$ cat src/rtl/vga_pkg.sv
// Shared VGA fill definitions: default resolution and widths, the fill
// FSM state encoding and the fill-mode constants.
package vga_pkg;
  localparam int H_RES_DEF   = 640;
  localparam int V_RES_DEF   = 480;
  localparam int X_W_DEF     = 10;
  localparam int Y_W_DEF     = 9;
  localparam int COLOR_W_DEF = 3;

  typedef enum logic [1:0] {
    ST_IDLE = 2'd0,
    ST_LOAD = 2'd1,
    ST_RUN  = 2'd2,
    ST_DONE = 2'd3
  } fill_state_t;

  localparam logic MODE_SOLID   = 1'b0;
  localparam logic MODE_CHECKER = 1'b1;
endpackage

$ cat src/rtl/raster_cursor.sv
// Raster x/y cursor over an inclusive rectangle.
// Ports:
//   clk, rst          clock / async active-high reset
//   i_load            load cursor to (i_x0,i_y0) and capture bounds
//   i_adv             advance one pixel in raster order
//   i_x0, i_x1, i_y1  rectangle bounds (already clamped by the caller)
//   o_x, o_y          current cursor position
//   o_last            cursor sits on (x1,y1)
module raster_cursor #(
  parameter int X_W = 10,
  parameter int Y_W = 9
) (
  input  logic           clk,
  input  logic           rst,
  input  logic           i_load,
  input  logic           i_adv,
  input  logic [X_W-1:0] i_x0,
  input  logic [X_W-1:0] i_x1,
  input  logic [Y_W-1:0] i_y0,
  input  logic [Y_W-1:0] i_y1,
  output logic [X_W-1:0] o_x,
  output logic [Y_W-1:0] o_y,
  output logic           o_last
);
  localparam logic [X_W-1:0] X_ONE = X_W'(1);
  localparam logic [Y_W-1:0] Y_ONE = Y_W'(1);

  logic [X_W-1:0] r_x, r_x0, r_x1;
  logic [Y_W-1:0] r_y, r_y1;
  logic           w_last;

  assign w_last = (r_x == r_x1) && (r_y == r_y1);

  always_ff @(posedge clk or posedge rst) begin
    if (rst) begin
      r_x  <= '0;
      r_y  <= '0;
      r_x0 <= '0;
      r_x1 <= '0;
      r_y1 <= '0;
    end else if (i_load) begin
      r_x  <= i_x0;
      r_y  <= i_y0;
      r_x0 <= i_x0;
      r_x1 <= i_x1;
      r_y1 <= i_y1;
    end else if (i_adv && !w_last) begin
      // The last pixel does not advance, so the outputs keep showing the
      // final written coordinate once the fill is over.
      if (r_x == r_x1) begin
        r_x <= r_x0;
        r_y <= r_y + Y_ONE;
      end else begin
        r_x <= r_x + X_ONE;
      end
    end
  end

  assign o_x    = r_x;
  assign o_y    = r_y;
  assign o_last = w_last;
endmodule

$ cat src/rtl/rect_fill_engine.sv
// Rectangle fill engine: writes a solid color or a two-color checker over
// an inclusive, clamped rectangle, one pixel per granted cycle.
// Ports:
//   clk, program_reset          clock / async active-high reset
//   start, mode, x0..y1,        fill request; everything but start is
//   color_a, color_b            latched on the accepted start edge
//   grant                       frame-buffer write port granted
//   busy, done                  status / one-cycle completion pulse
//   vga_x, vga_y, vga_color,    frame-buffer write port
//   vga_wren
module rect_fill_engine
  import vga_pkg::*;
#(
  parameter int H_RES   = H_RES_DEF,
  parameter int V_RES   = V_RES_DEF,
  parameter int X_W     = X_W_DEF,
  parameter int Y_W     = Y_W_DEF,
  parameter int COLOR_W = COLOR_W_DEF
) (
  input  logic               clk,
  input  logic               program_reset,
  input  logic               start,
  input  logic               mode,
  input  logic [X_W-1:0]     x0,
  input  logic [X_W-1:0]     x1,
  input  logic [Y_W-1:0]     y0,
  input  logic [Y_W-1:0]     y1,
  input  logic [COLOR_W-1:0] color_a,
  input  logic [COLOR_W-1:0] color_b,
  input  logic               grant,
  output logic               busy,
  output logic               done,
  output logic [X_W-1:0]     vga_x,
  output logic [Y_W-1:0]     vga_y,
  output logic [COLOR_W-1:0] vga_color,
  output logic               vga_wren
);
  localparam logic [X_W-1:0] X_MAX = X_W'(H_RES - 1);
  localparam logic [Y_W-1:0] Y_MAX = Y_W'(V_RES - 1);

  fill_state_t r_state, w_next;

  logic               r_mode;
  logic [X_W-1:0]     r_x0, r_x1;
  logic [Y_W-1:0]     r_y0, r_y1;
  logic [COLOR_W-1:0] r_ca, r_cb;

  logic [X_W-1:0] w_x0c, w_x1c;
  logic [Y_W-1:0] w_y0c, w_y1c;
  logic           w_empty, w_load, w_adv, w_last;

  // Request capture; only an idle engine takes a new request.
  always_ff @(posedge clk or posedge program_reset) begin
    if (program_reset) begin
      r_mode <= MODE_SOLID;
      r_x0   <= '0;
      r_x1   <= '0;
      r_y0   <= '0;
      r_y1   <= '0;
      r_ca   <= '0;
      r_cb   <= '0;
    end else if (r_state == ST_IDLE && start) begin
      r_mode <= mode;
      r_x0   <= x0;
      r_x1   <= x1;
      r_y0   <= y0;
      r_y1   <= y1;
      r_ca   <= color_a;
      r_cb   <= color_b;
    end
  end

  // Clamp to the visible frame; after this no counter can run past it.
  assign w_x0c   = (r_x0 > X_MAX) ? X_MAX : r_x0;
  assign w_x1c   = (r_x1 > X_MAX) ? X_MAX : r_x1;
  assign w_y0c   = (r_y0 > Y_MAX) ? Y_MAX : r_y0;
  assign w_y1c   = (r_y1 > Y_MAX) ? Y_MAX : r_y1;
  assign w_empty = (w_x0c > w_x1c) || (w_y0c > w_y1c);

  assign w_load = (r_state == ST_LOAD) && !w_empty;
  assign w_adv  = (r_state == ST_RUN) && grant;

  raster_cursor #(.X_W(X_W), .Y_W(Y_W)) u_cursor (
    .clk    (clk),
    .rst    (program_reset),
    .i_load (w_load),
    .i_adv  (w_adv),
    .i_x0   (w_x0c),
    .i_x1   (w_x1c),
    .i_y0   (w_y0c),
    .i_y1   (w_y1c),
    .o_x    (vga_x),
    .o_y    (vga_y),
    .o_last (w_last)
  );

  always_ff @(posedge clk or posedge program_reset) begin
    if (program_reset) r_state <= ST_IDLE;
    else               r_state <= w_next;
  end

  always_comb begin
    w_next   = r_state;
    busy     = 1'b1;
    done     = 1'b0;
    vga_wren = 1'b0;
    unique case (r_state)
      ST_IDLE: begin
        busy = 1'b0;
        if (start) w_next = ST_LOAD;
      end
      ST_LOAD: w_next = w_empty ? ST_DONE : ST_RUN;
      ST_RUN: begin
        vga_wren = 1'b1;
        if (grant && w_last) w_next = ST_DONE;
      end
      ST_DONE: begin
        done   = 1'b1;
        w_next = ST_IDLE;
      end
      default: w_next = ST_IDLE;
    endcase
  end

  // Checker parity uses absolute coordinates so neighbouring fills tile.
  assign vga_color = (r_mode == MODE_CHECKER && (vga_x[0] ^ vga_y[0])) ? r_cb : r_ca;
endmodule

$ cat config.mk
export PLATFORM = sky130hd
export DESIGN_NAME = rect_fill_engine
export DESIGN_NICKNAME = d
export VERILOG_FILES = /design/src/rtl/vga_pkg.sv /design/src/rtl/raster_cursor.sv /design/src/rtl/rect_fill_engine.sv
export SDC_FILE = /design/constraint.sdc
export NUM_CORES = 1
export LEC_CHECK = 0
export CORE_MARGIN = 3
export CORE_UTILIZATION = 50
export DETAILED_ROUTE_END_ITERATION = 8
export PLACE_DENSITY = 0.81
export SYNTH_ARGS = -nofsm -noshare
export SYNTH_HDL_FRONTEND = slang
export SYNTH_HIERARCHICAL = 1
export SYNTH_SLANG_ARGS = --single-unit
$ cat constraint.sdc
create_clock -name clk -period 4.5 [get_ports clk]
set_clock_uncertainty 0.1 [all_clocks]
set_input_delay 0.45 -clock clk [delete_from_list [all_inputs] [get_ports clk]]
set_output_delay 0.45 -clock clk [all_outputs]
set_load 0.01 [all_outputs]
# Word level (Yosys, flattened, before mapping)
# Index checks and enable logic that the tools add are counted.
dict set report totals {
  register_bits 95
  in_bits 49
  wordCells 62
}
dict set report classes {
  n_addsub 2
  n_lt_le_gt_ge 6
  n_eq_ne 7
  muxes 18
  n_bitwise 1
  n_reduce_logical 15
}
# op n
set ops {}
lappend ops {{10-bit 2-to-1 mux} 5}
lappend ops {{9-bit 2-to-1 mux} 5}
lappend ops {{10-bit > comparator (second input constant)} 2}
lappend ops {{9-bit > comparator (second input constant)} 2}
lappend ops {{10-bit by 1-bit adder with 10-bit output (second input constant)} 1}
lappend ops {{10-bit == test} 1}
lappend ops {{10-bit > comparator} 1}
lappend ops {{9-bit by 1-bit adder with 9-bit output (second input constant)} 1}
lappend ops {{9-bit == test} 1}
lappend ops {{9-bit > comparator} 1}
lappend ops {{2-bit case mux with 4 select lines} 1}
lappend ops {{1-bit logical AND} 7}
lappend ops {{2-bit == test (second input constant)} 2}
lappend ops {{1-bit 2-to-1 mux} 4}
lappend ops {{2-bit 2-to-1 mux} 2}
lappend ops {{2-bit AND reduction} 2}
lappend ops {{2-bit nonzero test} 2}
lappend ops {{3-bit 2-to-1 mux} 1}
lappend ops {{2-bit by 1-bit == test with 1-bit output (second input constant)} 1}
lappend ops {{1-bit zero test} 2}
lappend ops {{2-bit zero test} 1}
lappend ops {{2-bit by 1-bit inequality test with 1-bit output (second input constant)} 1}
lappend ops {{2-bit inequality test (second input constant)} 1}
lappend ops {{1-bit logical OR} 1}
lappend ops {{1-bit XOR} 1}

# Longest topological paths before layout
# Gate-level depths: netlist of the first run.
dict set report logic_depth {
  word_depth 8
  mapped_depth 14
  mapped_depth_nobuf 13
}

# Cells and area by module
# The synthesis of the first run kept the hierarchy.
# module n_inst cells_each area_per_inst_um2 seq_area_each_um2
set modules_own_cells {}
lappend modules_own_cells {rect_fill_engine 1 239 2650.0 1176.1}
lappend modules_own_cells {raster_cursor 1 245 2582.5 1201.2}

# Least setup slack after synthesis of the first run
# OpenSTA, ideal clock, no wires.
dict set report synth_path {
  kind {register to register}
  start {reg, netlist name r_x0[8]}
  end {reg u_cursor.r_y[0], in the netlist u_cursor/o_y[0]}
  setup_ps 136
  arrival_ps 3114
  path_slack_ps 1150
  path_stages_with_launch 13
  synth_period_minus_slack_ps 3350
  cell_sequence {dfrtp_1 > o21ai_0 > nand2b_1 > ha_1 > a21oi_1 > o21ai_1 > a2111oi_2 > nor2_1 > a211oi_2 > clkbuf_1 > clkbuf_1 > clkbuf_1 > o21ai_0}
}
# element line_no
set synth_rtl {}
lappend synth_rtl {{to (signal assigned)} raster_cursor.sv:43} ;# r_y <= i_y0;
lappend synth_rtl {{to (signal assigned)} raster_cursor.sv:52} ;# r_y <= r_y + Y_ONE;
lappend synth_rtl {{to (decl)} raster_cursor.sv:29} ;# logic [Y_W-1:0] r_y, r_y1;

==> summary.txt, run 1 <==
Clk slew on worst S/H paths - 100 ps
Via count - 3,806
Crit-path max FO - 62
Fin area - 6254 um2
Place WS - 738.5 ps
Final wirelength - 11,520 um
WS Path Type - flop to flop
Buffers & Inverters on Critical Path - 1
Grt met2 use - 32.68%
FP Rows - 36
Initial Util - 52.56%
Grt total ovfl - 0
Status - finished clean
Number of flops mapped to enable cells by yosys - 0
Min-Delay Path Class - flop to flop
Routing usage on met1 - 29.31%
PwrDens - 756.2 nW/um2
Routed length per instance - 16.84 um
CP startpoint - r_x0[8]
Core Util, Final - 62.82%
Worst VDD drop - 534.3 uV
Number of global-route vias before repair - 3,935
DRT iter0 DRCs - 174
Final ANT Viol Nets - 0
CP top delay family - compound AO/OA/AOI/OAI gates
Gr usage total - 20.71%
Hold_buf cts - 0
Count of different cell masters after synthesis - 50
Largest cells by area after synthesis - dfrtp_1 45%, mux2_2 16%, ha_1 6.2%, xnor2_1 3.0%, inv_1 2.7%
Largest net degree at the start of global routing - 63
Layout fillers - 794
Worst rel slew slack - 32.95%
Resized cells post-CTS - 0
Worst-Skew Late Latency - 370 ps
Mapped Nets - 559
Setup_tns - 0 ps
Hold Vio Cnt, Final - 0
Leak - 2.669 nW
Post-Synth XOR/XNOR Area - 4.854%
Ratio of cells with drive above 1 in the final layout - 20.15%
Post-synth top area share - 45.43%
Router iterations before antenna repair - 5
Simple-gate portion of the synthesized area - 13.73%
Commonest register cell after synthesis - dfrtp_1
Setup Fix Bufs, Post-CTS - 0
Final min period - 3805 ps
Deepest clock path buffer count - 2
# clock sinks - 95
Levels on crit path - 11
Fraction of registers with async set/reset - 100.0%
I/O pin cnt - 74
Gr busiest metal - met2
Die width - 108.3 um
Critical R2R Launch - r_x0[8]
Slew Limit Fails - 0
Hold Path Origin - r_y1[0]
RSZ-0062 raised after global routing - false
Post-synthesis sequential area ratio - 45.43%
Area of the multi-input gates - 2624 um2
Crit-path max cell delay - 580 ps
Main combinational cell family by area after synthesis - multiplexers
Crit start category - flop
Flops & latches, synth - 95
CTS tree - done
Maxcap violations - 0
DRC - 0
Crit. End Element - flop
Synth Area in Compound Gates - 8.465%
Die height - 108.3 um
Met3 usage - 3.761%
CTS Buf Count - 9
Syn Area/Cell - 10.81 um2
Clock H-tree levels - 3
Layout Nets - 621
Mux cell area share after synthesis - 16.69%
Worst Hold Depth - 1
Period utilization - 84.55%
Die footprint - 11,730 um2
Post-synthesis cell area - 5233 um2
I/O Buffers - 73
Biggest area consumer among synthesized cells - dfrtp_1
Adder-cell share of the synthesized area - 6.217%
Final setup fails - 0
First-pass GRT wire length - 19,020 um
CP cell instances - o21ai_0 > nand2b_1 > ha_1 > a21oi_1 > o21ai_1 > a2111oi_2 > nor2_1 > a211oi_4 > buf_4 > o41ai_1 > a311o_1
Gp weighted congestion - 0.8526
Area growth from synthesis to layout - 19.51%
Post-DP Area - 6056 um2
Antenna violations before repair - 0
Critical path data required time - 4670 ps
Post-synthesis cell count - 484
Sequential Area - 2377 um2
Max Fclk - 262.8 MHz
Arrival time worst endpoint - 3970 ps
Synth Warn # - 6
Core area - 9955 um2
Final HPWL DP - 8639 um
Ant diodes - 0
Slew of the pin with the lowest slew margin - 1002 ps
R2R cell count - 11
Clk root buf - clkbuf_8
Worst Slack Setup Final - 695.1 ps
Worst path slowest cell - o21ai_0
DR vias/cell - 5.564
-- report_power, final --
group          leakage [nW]  switching, W  total (W)  internal [W]
sequential             1.13      0.000402    0.00170       0.00129
combinational          1.45       0.00120    0.00247       0.00126
clock                0.0875      0.000310   0.000567      0.000257
total                  2.67       0.00192    0.00473       0.00281
-- final timing paths --
path                                     to  slack (ps)
setup / recovery            u_cursor/o_x[6]         700
hold / removal                      r_y1[0]         400
setup reg to reg            u_cursor/o_x[6]         700
hold reg to reg                     r_y1[0]         400
max in group asynchronous  u_cursor/r_y1[4]        3030
min in group asynchronous           r_x1[3]         650
-- per-stage QoR --
stage / std cells / total power, W / hold WS [ps]
after floorplan: 484 / 0.003385 / 370.1
after global placement: 668 / 0.004030 / 382.3
after detailed placement: 668 / 0.004158 / 384.2
after CTS: 684 / 0.004738 / 405.4
after global routing: 684 / 0.005100 / 429.9
final: 684 / 0.004729 / 403.2
-- synthesized netlist by cell type, types with 2 or more instances --
cell type and count:
a211oi_2 2, xnor2_1 18, dfrtp_1 95, and3_1 4, o21ai_0 19, and2_1 5, nand3_1 11, nor3b_1 2
inv_1 37, buf_2 7, mux2i_1 4, nor2_1 17, nor4_2 6, nand4_1 9, nand2b_1 20, mux2_2 74
and4_1 3, o31ai_1 4, nor2b_1 4, a211oi_1 2, a21oi_1 12, nand2_1 34, a21o_1 3, o21ai_1 8
ha_1 26, a221oi_1 2, nor3_1 7, xor2_1 11, clkbuf_1 17
-- registers in the layout (all words and copies together), names as in the netlist --
signal and flops:
r_x1 10, u_cursor/r_x1 10, u_cursor/r_y1 9, r_mode 1, r_ca 3, u_cursor/r_x0 10
r_y1 9, u_cursor/o_y 9, r_y0 9, r_state 2, r_x0 10, u_cursor/o_x 10
r_cb 3
-- layer usage --
layer,vias up,share of wire (%)
met5,-,0
met4,0,1.5
met3,15,5.7
met2,129,46
met1,1857,47
li1,1805,-
-- kinds of logic (layout without fill, tap and decap cells) --
| kind of cell | after synthesis | count (layout) |
|---|---|---|
| simple gates | 128 | 128 |
| flops | 95 | 95 |
| fa+ha+maj | 26 | 26 |
| xor+xnor | 29 | 29 |
| mux | 78 | 78 |
| buf+inv | 62 | 129 |
| compound gates | 66 | 66 |
-- final cells by class --
class / count / share of cell area (%)
Multi-Input combinational cell: 327 / 41.96
Sequential cell: 95 / 38.02
Timing Repair Buffer: 75 / 11.92
Tap cell: 133 / 2.661
Inverter: 38 / 2.281
Clock buffer: 9 / 1.981
Clock inverter: 7 / 1.180
-- placed cells by master, fill, tap and decap left out, types with 3 or more instances in the layout --
master / netlist / routed
and4_1: 3 / 3
mux2i_1: 4 / 4
a21oi_1: 12 / 12
nor4_2: 6 / 6
and2_1: 5 / 5
nand2b_1: 20 / 20
a21o_1: 3 / 3
clkbuf_8: 0 / 9
nand3_1: 11 / 11
xnor2_1: 18 / 18
nand2_1: 34 / 33
and3_1: 4 / 4
nand4_1: 9 / 9
nor3_1: 7 / 7
clkinvlp_4: 0 / 4
ha_1: 26 / 26
clkdlybuf4s50_1: 0 / 73
o31ai_1: 4 / 4
nor2_1: 17 / 17
o21ai_1: 8 / 8
mux2_2: 74 / 74
nor2b_1: 4 / 4
dfrtp_1: 95 / 95
xor2_1: 11 / 11
inv_1: 37 / 35
o21ai_0: 19 / 19
Power figures use the tool's default switching activity.
==> inputs of run 2 (changes only) <==
PLACE_DENSITY = 0.84   (was 0.81)
clock period = 3.4 ns   (was 4.5 ns; I/O delays follow)
==> run 2 against run 1 <==
Against the previous run: critical path depth is 1 lower; sequential share of layout area is 0.41 points lower; count of clock-buffer cells in the layout increased by 4; critical path type unchanged; critical endpoint unchanged; largest power group unchanged.
==> summary.txt, run 2 (synthesis gave the netlist of run 1 again) <==
Status - finished clean
RSZ-0062 raised after global routing - false
# clock sinks - 95
Worst-Skew Late Latency - 370 ps
Initial Util - 52.56%
PwrDens - 1002 nW/um2
Crit. End Element - flop
Grt total ovfl - 0
Maxcap violations - 0
Deepest clock path buffer count - 2
Critical path destination - u_cursor/o_x[6]
Final min period - 3212 ps
Area growth from synthesis to layout - 20.80%
I/O Buffers - 73
Critical R2R Launch - r_y0[6]
Final ANT Viol Nets - 0
DRT iter0 DRCs - 184
DR vias/cell - 5.528
Largest net degree at the start of global routing - 58
Worst R2R End - u_cursor/o_x[6]
Die height - 108.3 um
Most frequent cells in the layout - 95 x dfrtp_1, 74 x mux2_2, 73 x clkdlybuf4s50_1
Worst R2R Setup Slack - 190 ps
Layout fillers - 794
Router iterations before antenna repair - 5
Ratio of cells with drive above 1 in the final layout - 20.79%
Slew Limit Fails - 0
Fin area - 6321 um2
Crit-path max FO - 29
Worst rel slew slack - 26.47%
Arrival time worst endpoint - 3370 ps
Total power - 0.006336 W
Number of global-route vias before repair - 3,900
Gr usage total - 21.15%
Post-DP Area - 6128 um2
Slew of the pin with the lowest slew margin - 1096 ps
Setup_tns - 0 ps
CTS tree - done
First-pass GRT wire length - 19,290 um
Period utilization - 94.47%
Ant diodes - 0
Layout Nets - 630
CTS Buf Count - 9
Routed length per instance - 17.10 um
Crit start category - flop
Hold Vio Cnt, Final - 0
Via count - 3,820
Clk slew on worst S/H paths - 90 ps
R2R cell count - 10
Final HPWL DP - 8915 um
DRC - 0
FP Rows - 36
Worst VDD drop - 523.4 uV
Clk root buf - clkbuf_8
Critical path data required time - 3560 ps
Min-Delay Path Class - input port to asynchronous set/reset pin
Core Util, Final - 63.50%
Leak - 2.717 nW
Clock H-tree levels - 3
CP startpoint - r_y0[6]
I/O pin cnt - 74
WS Path Type - flop to flop
Most common cell after layout, fill and taps aside - dfrtp_1
Core area - 9955 um2
Die footprint - 11,730 um2
Gp weighted congestion - 0.9502
Final setup fails - 0
Max Fclk - 311.3 MHz
Die width - 108.3 um
Antenna violations before repair - 0
Setup Fix Bufs, Post-CTS - 0
Final wirelength - 11,820 um
[run 2: area by class of cell]
cell class                 instances  area, um2  share of cell area (%)
clock buffer                      13      158.9                   2.514
tap                              133      166.4                   2.633
timing repair buffer              84      843.3                   13.34
inverter                          38      142.6                   2.257
multi-input combinational        327       2628                   41.57
clock inverter                     1      5.005                 0.07918
sequential                        95       2377                   37.61
[run 2: worst min path at each step]
stage	endpoint	from	cells after the start
2_1_floorplan	r_x0[1]	r_x0[1]	1
3_3_place_gp	r_ca[1]	r_ca[1]	1
3_5_place_dp	u_cursor/r_x0[8]	u_cursor/r_x0[8]	1
4_1_cts	u_cursor/o_y[5]	program_reset	2
5_1_grt	u_cursor/o_y[5]	program_reset	2
6_report	u_cursor/o_y[5]	program_reset	2
[run 2: through the flow]
step / hold WS, ps / setup slack [ps] / std cells
2_1_floorplan: 370.1 / 50.23 / 484
3_3_place_gp: 383.2 / -91.74 / 676
3_5_place_dp: 390.0 / -115.7 / 676
4_1_cts: 387.4 / 93.72 / 690
5_1_grt: 425.1 / 33.17 / 691
6_report: 365.9 / 188.0 / 691
[run 2: power by group]
part	total, W	switching, W	leakage, nW	internal (W)
combinational	0.00342	0.00165	1.50	0.00177
clock	0.000672	0.000374	0.0854	0.000298
sequential	0.00225	0.000532	1.13	0.00171
[run 2: repair_timing]
action	4_1_cts	5_1_grt
endpoints found under the setup margin	23	27
gates resized for setup	1	2
hold buffers	0	0
gates cloned	0	1
pin swaps	0	1
hold endpoints to repair	0	0
[run 2: worst max-delay path, stage by stage, from the launching register on]
cell and delay, ps:
dfrtp_1 450, nand4_1 280, and2_1 270, ha_1 200
a21o_1 160, a21o_1 180, a221o_1 410, a211oi_4 420
buf_12 250, o41ai_1 100, a311o_1 280
[run 2: layer usage]
layer / vias up / GRT usage, % / part of all wire, %
met2: 114 / 31.66 / 46
met5: - / 0 / 0
met1: 1868 / 30.53 / 47
met4: 0 / 7.755 / 1.6
met3: 19 / 4.239 / 5.7
li1: 1819 / - / -
==> variant, RTL diff (config.mk and constraints of run 1) <==
Re-encode `fill_state_t` (4 states) as one-hot, 4 bits wide.
--- a/src/rtl/vga_pkg.sv
+++ b/src/rtl/vga_pkg.sv
@@ -7,11 +7,11 @@
   localparam int Y_W_DEF     = 9;
   localparam int COLOR_W_DEF = 3;
 
-  typedef enum logic [1:0] {
-    ST_IDLE = 2'd0,
-    ST_LOAD = 2'd1,
-    ST_RUN  = 2'd2,
-    ST_DONE = 2'd3
+  typedef enum logic [3:0] {
+    ST_IDLE = 4'b0001,
+    ST_LOAD = 4'b0010,
+    ST_RUN  = 4'b0100,
+    ST_DONE = 4'b1000
   } fill_state_t;
 
   localparam logic MODE_SOLID   = 1'b0;
Check against the original RTL: no difference found for any inputs over 4 cycles, from zero or initial values and one cycle with program_reset high; so few cycles prove little.
==> variant against run 1 <==
  * Critical path type unchanged
  * Final cell count increased by 13%
  * Area after synthesis rose by 1.3%
  * Setup slack improved by 220 ps
  * Wire length increased by 7.5%
  * Fmax rose by 6.0%
  * Count of clock-buffer cells in the layout stayed put
  * Combinational power shrank 13%
  * Sequential power barely moved
  * Total power shrank 1.5%
  * Final area is 2.0% higher
  * First-iteration DRC count is 33% higher
  * Sequential cell count rose by 2
  * Critical endpoint unchanged
==> variant: results (changes against run 1) <==
# Post-CTS Setup Buffers: 0 (unchanged)
synth unique cells: 56 (was 50)
WL final: 12,400 um (was 11,500 um)
clock tree buffer depth: 2 (unchanged)
CP Class: flop to flop (unchanged)
CP delay by family, top: compound AO/OA/AOI/OAI gates (unchanged)
largest net degree at the start of global routing: 51 (was 63)
CP max stage cell: o21ai_0 (unchanged)
Leak Pwr: 2.95 nW (was 2.67 nW)
n_diodes: 0 (unchanged)
Post-synth top cells: nand2_1, dfrtp_1, inv_1 (was dfrtp_1, mux2_2, inv_1)
iteration-0 DRC count of the detailed router: 231 (was 174)
hold_sp: r_y0[1]$_DFFE_PP0P_ (was r_y1[0]$_DFFE_PP0P_)
layout filler cell count: 836 (was 794)
share of cells above drive strength 1: 10.8% (was 20.1%)
CP peak stage delay: 550 ps (was 580 ps)
asr flop ratio synth: 100% (unchanged)
syn_nets: 644 (was 559)
outcome: completed (unchanged)
Worst Tran Pin Value: 1030 ps (was 1000 ps)
port bufs: 73 (unchanged)
post-cts resize count: 0 (unchanged)
dpl cell area: 6090 um2 (was 6060 um2)
global-route wire length before repair: 20,400 um (was 19,000 um)
Final Max Tran Viols: 0 (unchanged)
CP Max Fanout: 39 (was 62)
synth top area cells: dfrtp_1, nand2_1, mux2_2, ha_1, xnor2_1 (was dfrtp_1, mux2_2, ha_1, xnor2_1, inv_1)
gr usage total: 22.1% (was 20.7%)
sequential area share after synthesis: 45.8% (was 45.4%)
arrival time at the worst endpoint: 3750 ps (was 3970 ps)
RePlAce Congestion: 0.942 (was 0.853)
fin nets: 702 (was 621)
hold path depth: 2 (was 1)
Place WS: 987 ps (was 738 ps)
first-pass detailed-route iteration total: 5 (unchanged)
via count: 4,252 (was 3,806)
vias in the first global route: 4,130 (was 3,935)
DP HPWL: 8990 um (was 8640 um)
peak supply drop: 0.302 mV (was 0.534 mV)
[variant: changes by cell type in the layout (fill, tap and decap cells not counted), sizes merged, moves of 2 or more]
cell,run 1,this run
o21ai,27,33
nor3,8,10
ha,26,21
mux2,74,29
bufinv,1,5
clkinvlp,4,1
nor4b,1,4
nand2,34,160
a21o,3,1
[variant: area by class of cell]
cell class	instances	area [um2]	share of cell area [%]
Clock inverter	7	166	2.61
Inverter	38	143	2.24
Clock buffer	9	124	1.94
Timing Repair Buffer	76	753	11.8
Multi-Input combinational cell	410	2590	40.7
Tap cell	133	166	2.61
Sequential cell	97	2430	38.1
[variant: path summary, 6_finish.rpt]
kind | to | slack (ps)
min reg2reg | r_y0[1]$_DFFE_PP0P_ | 370
min in group asynchronous | u_cursor/o_x[0]$_DFFE_PP0P_ | 600
max reg2reg | u_cursor/o_x[6]$_DFFE_PP0P_ | 910
min | r_y0[1]$_DFFE_PP0P_ | 370
max | u_cursor/o_x[6]$_DFFE_PP0P_ | 910
max in group asynchronous | r_y0[4]$_DFFE_PP0P_ | 3030
[variant: worst min-delay path: stages (launching register included)]
cell and delay (ps):
dfrtp_1 340, nand2_1 50, nand2_1 50
[variant: routing by layer]
metal / part of all wire, % / GRT usage [%] / up-vias / routed length (um)
met5: 0 / 0 / - / 0
met4: 2.3 / 9.20 / 0 / 287
met3: 7.0 / 5.57 / 30 / 870
met2: 46 / 32.9 / 155 / 5660
met1: 45 / 31.0 / 2036 / 5560
li1: - / - / 2031 / -
[variant: report_power, final]
group          leakage [nW]  internal (W)  total (W)  switching [W]
clock                 0.140      0.000482   0.000796       0.000314
combinational          1.61       0.00101    0.00216        0.00115
sequential             1.20       0.00129    0.00170       0.000413
[variant: logic make-up after synthesis]
logic type               after synthesis  share of synthesized area, %
adder cells (fa/ha/maj)               21                          4.96
XOR/XNOR                              30                          4.96
flip-flops                            97                          45.8
AND/OR/NAND/NOR                      259                          23.7
buffers and inverters                 67                          5.34
AO/OA/AOI/OAI                         67                          8.31
multiplexers                          33                          6.92
[variant: per-stage QoR]
stage,util [%],std cells
finish,63.5,770
global route,63.5,770
CTS,63.5,770
detailed placement,60.6,754
global placement,60.6,754
floorplan,-,574
